`src/rtl/mem_arbiter_pkg.sv`:
```
// Shared types for the unified-memory arbiter: bus word types, FSM states,
// request owner and the latched request record.
package mem_arbiter_pkg;

  typedef logic [31:0] rvga_word;
  typedef logic [3:0]  rvga_wmask;

  typedef enum logic [1:0] {
    MEM_IDLE,
    MEM_REQ,
    MEM_RESP
  } rvga_memarb_state;

  typedef enum logic {
    OWNER_IMEM,
    OWNER_DMEM
  } rvga_mem_owner;

  typedef struct packed {
    rvga_mem_owner owner;
    logic          we;
    rvga_word      addr;
    rvga_word      wdata;
    rvga_wmask     wmask;
  } rvga_mem_req;

  // Chooses dmem when it is the only eligible requester, or on a tie when dmem has priority.
  function automatic logic pick_dmem(input logic ielig, input logic delig, input logic dmem_prio);
    return delig & (~ielig | dmem_prio);
  endfunction

endpackage

```
`src/rtl/mem_arbiter_dff.sv`:
```
// Enabled register with asynchronous active-low reset to zero.
module mem_arbiter_dff #(
  parameter int width_p = 1
) (
  input  logic               clk_i,
  input  logic               rst_ni,
  input  logic               en_i,
  input  logic [width_p-1:0] d_i,
  output logic [width_p-1:0] q_o
);

  logic [width_p-1:0] r_q;

  always_ff @(posedge clk_i or negedge rst_ni) begin
    if (!rst_ni) begin
      r_q <= '0;
    end else if (en_i) begin
      r_q <= d_i;
    end
  end

  assign q_o = r_q;

endmodule

```
`src/rtl/mem_arbiter.sv`:
```
// Arbitrates instruction fetch and data accesses onto one req/gnt/rvalid memory
// port and stalls the pipeline until every request of the current step has completed.
module mem_arbiter
  import mem_arbiter_pkg::*;
#(
  parameter logic dmem_priority_p = 1'b1
) (
  input  logic        clk_i,
  input  logic        rst_ni,
  input  logic        imem_r_v_i,
  input  logic [31:0] imem_addr_i,
  output logic [31:0] imem_data_o,
  output logic        imem_ready_o,
  input  logic        dmem_r_v_i,
  input  logic        dmem_w_v_i,
  input  logic [31:0] dmem_addr_i,
  input  logic [31:0] dmem_data_i,
  input  logic [3:0]  dmem_wmask_i,
  output logic [31:0] dmem_data_o,
  output logic        dmem_ready_o,
  output logic        mem_req_o,
  output logic        mem_we_o,
  output logic [31:0] mem_addr_o,
  output logic [31:0] mem_wdata_o,
  output logic [3:0]  mem_wmask_o,
  input  logic        mem_gnt_i,
  input  logic        mem_rvalid_i,
  input  logic [31:0] mem_rdata_i,
  output logic        stall_v_o
);

  rvga_memarb_state r_state;
  rvga_memarb_state w_state_next;
  logic             r_imem_done;
  logic             r_dmem_done;

  logic        w_dreq;
  logic        w_ielig;
  logic        w_delig;
  logic        w_pick_dmem;
  logic        w_latch;
  logic        w_resp_done;
  logic        w_ipend;
  logic        w_dpend;
  rvga_mem_req w_req_d;
  logic        w_owner_q;
  logic        w_we_q;

  assign w_dreq  = dmem_r_v_i | dmem_w_v_i;
  // A completed request still held during a stall must not be issued again.
  assign w_ielig = imem_r_v_i & ~r_imem_done;
  assign w_delig = w_dreq & ~r_dmem_done;
  assign w_pick_dmem = pick_dmem(w_ielig, w_delig, dmem_priority_p);

  always_comb begin
    w_req_d = '0;
    if (w_pick_dmem) begin
      w_req_d.owner = OWNER_DMEM;
      w_req_d.we    = dmem_w_v_i;
      w_req_d.addr  = dmem_addr_i;
      w_req_d.wdata = dmem_data_i;
      w_req_d.wmask = dmem_wmask_i;
    end else begin
      w_req_d.owner = OWNER_IMEM;
      w_req_d.addr  = imem_addr_i;
    end
  end

  mem_arbiter_dff #(.width_p($bits(rvga_word))) u_addr_dff (
    .clk_i (clk_i),
    .rst_ni(rst_ni),
    .en_i  (w_latch),
    .d_i   (w_req_d.addr),
    .q_o   (mem_addr_o)
  );

  mem_arbiter_dff #(.width_p($bits(rvga_word))) u_wdata_dff (
    .clk_i (clk_i),
    .rst_ni(rst_ni),
    .en_i  (w_latch),
    .d_i   (w_req_d.wdata),
    .q_o   (mem_wdata_o)
  );

  mem_arbiter_dff #(.width_p($bits(rvga_wmask))) u_wmask_dff (
    .clk_i (clk_i),
    .rst_ni(rst_ni),
    .en_i  (w_latch),
    .d_i   (w_req_d.wmask),
    .q_o   (mem_wmask_o)
  );

  mem_arbiter_dff #(.width_p(2)) u_ctrl_dff (
    .clk_i (clk_i),
    .rst_ni(rst_ni),
    .en_i  (w_latch),
    .d_i   ({w_req_d.owner, w_req_d.we}),
    .q_o   ({w_owner_q, w_we_q})
  );

  always_ff @(posedge clk_i or negedge rst_ni) begin
    if (!rst_ni) begin
      r_state <= MEM_IDLE;
    end else begin
      r_state <= w_state_next;
    end
  end

  always_comb begin
    w_state_next = r_state;
    w_latch      = 1'b0;
    case (r_state)
      MEM_IDLE: begin
        if (w_ielig | w_delig) begin
          w_latch      = 1'b1;
          w_state_next = MEM_REQ;
        end
      end
      MEM_REQ: begin
        if (mem_gnt_i) w_state_next = MEM_RESP;
      end
      MEM_RESP: begin
        if (mem_rvalid_i) w_state_next = MEM_IDLE;
      end
      default: w_state_next = MEM_IDLE;
    endcase
  end

  assign mem_req_o   = (r_state == MEM_REQ);
  assign mem_we_o    = mem_req_o & w_we_q;
  assign w_resp_done = (r_state == MEM_RESP) & mem_rvalid_i;

  // Ready is withheld when the owner dropped its request mid-transaction.
  assign imem_ready_o = w_resp_done & (w_owner_q == OWNER_IMEM) & imem_r_v_i;
  assign dmem_ready_o = w_resp_done & (w_owner_q == OWNER_DMEM) & w_dreq;
  assign imem_data_o  = mem_rdata_i;
  assign dmem_data_o  = mem_rdata_i;

  assign w_ipend   = imem_r_v_i & ~r_imem_done & ~imem_ready_o;
  assign w_dpend   = w_dreq & ~r_dmem_done & ~dmem_ready_o;
  assign stall_v_o = w_ipend | w_dpend;

  // Done flags remember completions within a step and clear when the pipeline advances.
  always_ff @(posedge clk_i or negedge rst_ni) begin
    if (!rst_ni) begin
      r_imem_done <= 1'b0;
      r_dmem_done <= 1'b0;
    end else if (!stall_v_o) begin
      r_imem_done <= 1'b0;
      r_dmem_done <= 1'b0;
    end else begin
      if (imem_ready_o) r_imem_done <= 1'b1;
      if (dmem_ready_o) r_dmem_done <= 1'b1;
    end
  end

endmodule

```
`config.mk`:
```
export PLATFORM = sky130hd
export DESIGN_NAME = mem_arbiter
export DESIGN_NICKNAME = d
export VERILOG_FILES = /design/src/rtl/mem_arbiter_pkg.sv /design/src/rtl/mem_arbiter_dff.sv /design/src/rtl/mem_arbiter.sv
export SDC_FILE = /design/constraint.sdc
export NUM_CORES = 1
export LEC_CHECK = 0
export CAP_MARGIN = 10
export CORE_ASPECT_RATIO = 1.75
export CORE_MARGIN = 2
export CORE_UTILIZATION = 34
export CTS_CLUSTER_SIZE = 24
export DETAILED_ROUTE_END_ITERATION = 6
export PLACE_DENSITY = 0.87
export SYNTH_ARGS = -nofsm -noshare
export SYNTH_HDL_FRONTEND = slang
export SYNTH_HIERARCHICAL = 1
export SYNTH_SLANG_ARGS = --single-unit
```
`constraint.sdc`:
```
create_clock -name clk_i -period 2.1 [get_ports clk_i]
set_clock_uncertainty 0.1 [all_clocks]
set_input_delay 0.21 -clock clk_i [delete_from_list [all_inputs] [get_ports clk_i]]
set_output_delay 0.21 -clock clk_i [all_outputs]
set_load 0.01 [all_outputs]
```
Yosys cells after proc, flatten, opt, wreduce, memory -nomap -nowiden:

Index checks and enable logic that the tools add are counted.

* input bits: 139
* flip-flop bits (word level): 74
* output and inout port bits: 137
* logic and storage cells: 48

* bitwise logic cells: 18
* reduce and logical (&&, ||, !) cells: 2
* muxes and demuxes: 14
* equal/unequal tests: 7

Operator list (number)
* $mux 36: 1
* $mux 32: 1
* $and 1x1->1: 10
* $mux 1: 8
* $ne 2x2->1 const B: 4
* $mux 2: 3
* $pmux 2 s3: 1
* $not 1->1: 5
* $or 1x1->1: 3
* $reduce_and 3->1: 1
* $eq 2x1->1 const B: 1
* $eq 2x2->1 const B: 1
* $logic_not 2->1: 1
* $ne 2x1->1 const B: 1

Depth between registers and ports, before layout:

* depth after elaboration: 8
* mapped depth: 6
* mapped depth without buffers: 5

Hierarchy:

Netlist, hierarchy kept.

By module, submodules not included
* mem_arbiter_dff at u_addr_dff ...: area an instance 1345.0 µm², seq. area each 800.8 µm², instances 2, cells each 68
* mem_arbiter: area an instance 1537.7 µm², seq. area each 100.1 µm², instances 1, cells each 168
* mem_arbiter_dff at u_wmask_dff: area an instance 145.1 µm², seq. area each 100.1 µm², instances 1, cells each 8
* mem_arbiter_dff at u_ctrl_dff: area an instance 72.6 µm², seq. area each 50.0 µm², instances 1, cells each 4

Worst setup path before layout:

Ideal clock, no wire load.

* kind: flip-flop to flip-flop
* start: register r_dmem_done
* end: register u_addr_dff.r_q[0], in the netlist u_addr_dff/q_o[0]
* arrival: 2089 ps
* buffers on the path: 2
* period minus slack after synthesis: 2314 ps
* slack: -214 ps
* cell stages (with the launch flop): 6
* required time: 1875 ps
* library setup time: 125 ps
* cells stage by stage: dfrtp_1 > or2_4 > a211oi_1 > buf_6 > buf_12 > mux2_4

* longest elaborated chain between the ends: 5
* elaborated cells on any way between the ends: 6
* those cells by class: mux: 3; bitwise: 3

RTL lines
* from (decl): RTL line mem_arbiter.sv:35 `logic r_dmem_done;`
* from (signal assigned): RTL line mem_arbiter.sv:147 `r_dmem_done <= 1'b0;`
* from (signal assigned): RTL line mem_arbiter.sv:150 `r_dmem_done <= 1'b0;`
* from (signal assigned): RTL line mem_arbiter.sv:153 `if (dmem_ready_o) r_dmem_done <= 1'b1;`
* $not 1->1: RTL line mem_arbiter.sv:52 `assign w_delig = w_dreq & ~r_dmem_done;`
* $and 1x1->1: RTL line mem_arbiter.sv:52
* $or 1x1->1: RTL line mem_arbiter.sv:114 `if (w_ielig | w_delig) begin`
* $mux 1: RTL line mem_arbiter.sv:114
* $mux 1: RTL line mem_arbiter.sv:112 `case (r_state)`
* via w_latch: RTL line mem_arbiter.sv:41 `logic w_latch;`
* to (signal assigned): RTL line mem_arbiter_dff.sv:18 `r_q <= d_i;`
* to (decl): RTL line mem_arbiter_dff.sv:12 `logic [width_p-1:0] r_q;`

The timed path passes the listed nets, and every way through them passes these cells.
A chain may end at the register's enable or synchronous reset.

Worst setup path after layout:

* start: register r_state[0]
* end: output mem_we_o

* longest elaborated chain between the ends: 2

RTL lines
* from (decl): RTL line mem_arbiter.sv:32 `rvga_memarb_state r_state;`
* from (signal assigned): RTL line mem_arbiter.sv:105 `r_state <= w_state_next;`
* $eq 2x1->1: RTL line mem_arbiter.sv:129 `assign mem_req_o = (r_state == MEM_REQ);`
* $and 1x1->1: RTL line mem_arbiter.sv:130 `assign mem_we_o = mem_req_o & w_we_q;`
* to (decl): RTL line mem_arbiter.sv:22 `output logic mem_we_o,`

No other way between the ends.

==> impl_metrics.tcl <==
set metrics [dict create \
    status "finished, final reports clean" \
    end_kind "primary output" \
    critPathMaxStageDelay_ns 0.54 \
    htree_levels 3 \
    gp_congestion 0.8168 \
    postCtsSetupBuffers 0 \
    crit_fanout 6 \
    irDropWorstVdd_mv 0.5145 \
    synth-edff-count 0 \
    grt_overflow 0 \
    finalHoldViolations 0 \
    path_delay_family "buffers and inverters" \
    first_pass_iters 4 \
    finalCriticalPeriod_ns 2.006 \
    die_y_um 155.3 \
    first_global_vias 3224 \
    core_area_um2 12870 \
    max_freq_mhz 498.5 \
    cts_buffers 9 \
    crit_type "reg -> out" \
    yosysWarnings 6 \
    dieWidth_um 90.44 \
    dp_worst_setup_slack_ns -0.1547 \
    power_per_cell_area_nw_per_um2 1393 \
    viasPerCell 4.465 \
    seq_area_frac_synth 0.4165 \
    crit_buf_inv 2 \
    fillers 1127 \
    p_leak_uw 0.002797 \
    hold_path.class "in -> async" \
    hold_ws_ns 0.2893 \
    grt_max_degree 42 \
    antenna_found_initial 0 \
    slowest_stage "clkdlybuf4s50_1" \
    diodes 0 \
    first_iter_violations 73 \
    rsz0062_at_grt "false" \
    avgRoutedWirePerCell_um 18.23 \
    num_rows 55 \
    dieArea_um2 14040 \
    clock-sinks 74 \
    fin_crit_sh 0.9552 \
    start_util 0.3455 \
    synthCells 316 \
    post_synth.cell_area_avg_um2 14.07 \
    synth_cell_types 27 \
    setup_viol 0 \
    vias 2773 \
    cp.arrival_ns 1.70 \
    wirelength_um 11320 \
    max-slew-margin-rel 0.6965 \
    drc 0 \
    layout_common_cells "176 x clkdlybuf4s50_1, 92 x mux2_4, 72 x dfrtp_1" \
    final-max-slew-violation-count 0 \
    ant_nets 0 \
    clockRootBuffer "clkbuf_16" \
    io_pins 276 \
    area_growth_syn_to_layout_pct 40.78 \
    cts_buffer_depth 2 \
    required_ns 1.79 \
    grt_use_total 0.1617 \
    worst_pin_slew_ns 0.4552 \
    clkTransAtPathRegs_ns 0.06 \
    grt_pass1_wl_um 17750 \
    startpoint_type "register" \
    tritoncts "done" \
    numPortBuffers 179 \
    hpwl_um 8771 \
    final_nets 585 \
    worstPathCellList "inv_1, nor2_2, and2_1, clkdlybuf4s50_1" \
    syn_nets 455 \
    netlist_area_um2 4446 \
    final_common_cell "clkdlybuf4s50_1" \
    setup_slack_ns 0.09416 \
    async_reset_ff_frac 1.000 \
    drive_above_1_share 0.3222 \
    timing.max_cap.violations 0 \
    clock_latency_ns 0.32 \
    ys_ff_latch 74 \
    ys.flop_type "dfrtp_1" \
]
==> routing by layer <==
layer	vias to the layer above	GRT usage	wire length, µm
met5	-	0	0
met4	0	0.07692	458
met3	59	0.04649	875
met2	144	0.3050	6261
met1	1313	0.1612	3727
li1	1257	-	-
==> cell type report <==
type | count | area, µm² | share of cell area
Clock inverter | 6 | 67.56 | 0.01080
Clock buffer | 9 | 225.2 | 0.03599
Sequential cell | 74 | 1854 | 0.2963
Inverter | 2 | 15.01 | 0.002399
Timing Repair Buffer | 198 | 1998 | 0.3193
Multi-Input combinational cell | 161 | 1884 | 0.3011
Tap cell | 171 | 214.0 | 0.03419
==> Yosys cell counts, types with 2 or more instances <==
cell type  instances  area share
nand2b_1           3      0.0042
mux2_4            92        0.31
nor2_1             4      0.0034
mux2_2            10       0.025
dfrtp_1           74        0.42
buf_12             9       0.041
and2_1            38       0.053
buf_6              3      0.0076
buf_4             64        0.11
clkbuf_2           2      0.0023
==> path summary, 6_finish.rpt <==
path	from	endpoint	slack, ns	depth (start not counted)
min reg2reg	r_imem_done	r_imem_done	0.40	2
max in group asynchronous	rst_ni	r_state[1]	1.01	3
min	rst_ni	u_addr_dff/q_o[15]	0.29	2
min in group clk_i	mem_rdata_i[3]	dmem_data_o[3]	0.32	0
max	r_state[0]	mem_we_o	0.09	4
max reg2reg	r_dmem_done	u_wdata_dff/q_o[1]	0.18	5
==> report_power, final <==
group,internal [µW],switching [µW],leakage (µW)
combinational,3040,1580,0.00177
clock,916,579,0.000138
sequential,2140,453,0.000890
==> cell families (layout without fill, tap and decap cells) <==
group / Yosys count / in the layout / synth area share
mux: 102 / 102 / 0.3361
compound gates: 6 / 6 / 0.009855
buf+inv: 81 / 215 / 0.1630
flops: 74 / 74 / 0.4166
simple gates: 53 / 53 / 0.07459
==> state kept, by name, summed over array words and instances (netlist names) <==
name             flops
u_addr_dff/q_o      32
u_wdata_dff/q_o     32
u_wmask_dff/q_o      4
r_state              2
u_ctrl_dff/q_o       2
r_dmem_done          1
r_imem_done          1
==> per-stage QoR <==
stage               cell area [µm²]  power (µW)  TNS (ns)  utilization  instances
floorplan                      4451        5407         0            -        316
global placement               5949        7115    -5.762       0.4623        605
detailed placement             5949        7265    -7.618       0.4623        605
CTS                            6256        8841         0       0.4861        621
global route                   6259        9171         0       0.4863        621
finish                         6259        8718         0       0.4863        621
==> repair_timing <==
action,in CTS,in global routing
hold endpoints to repair,33,0
hold buffers,1,0
pin swaps,0,0
endpoints found under the setup margin,3,1
resized for setup,4,1
No activity file was read; power rests on OpenSTA's default activity.
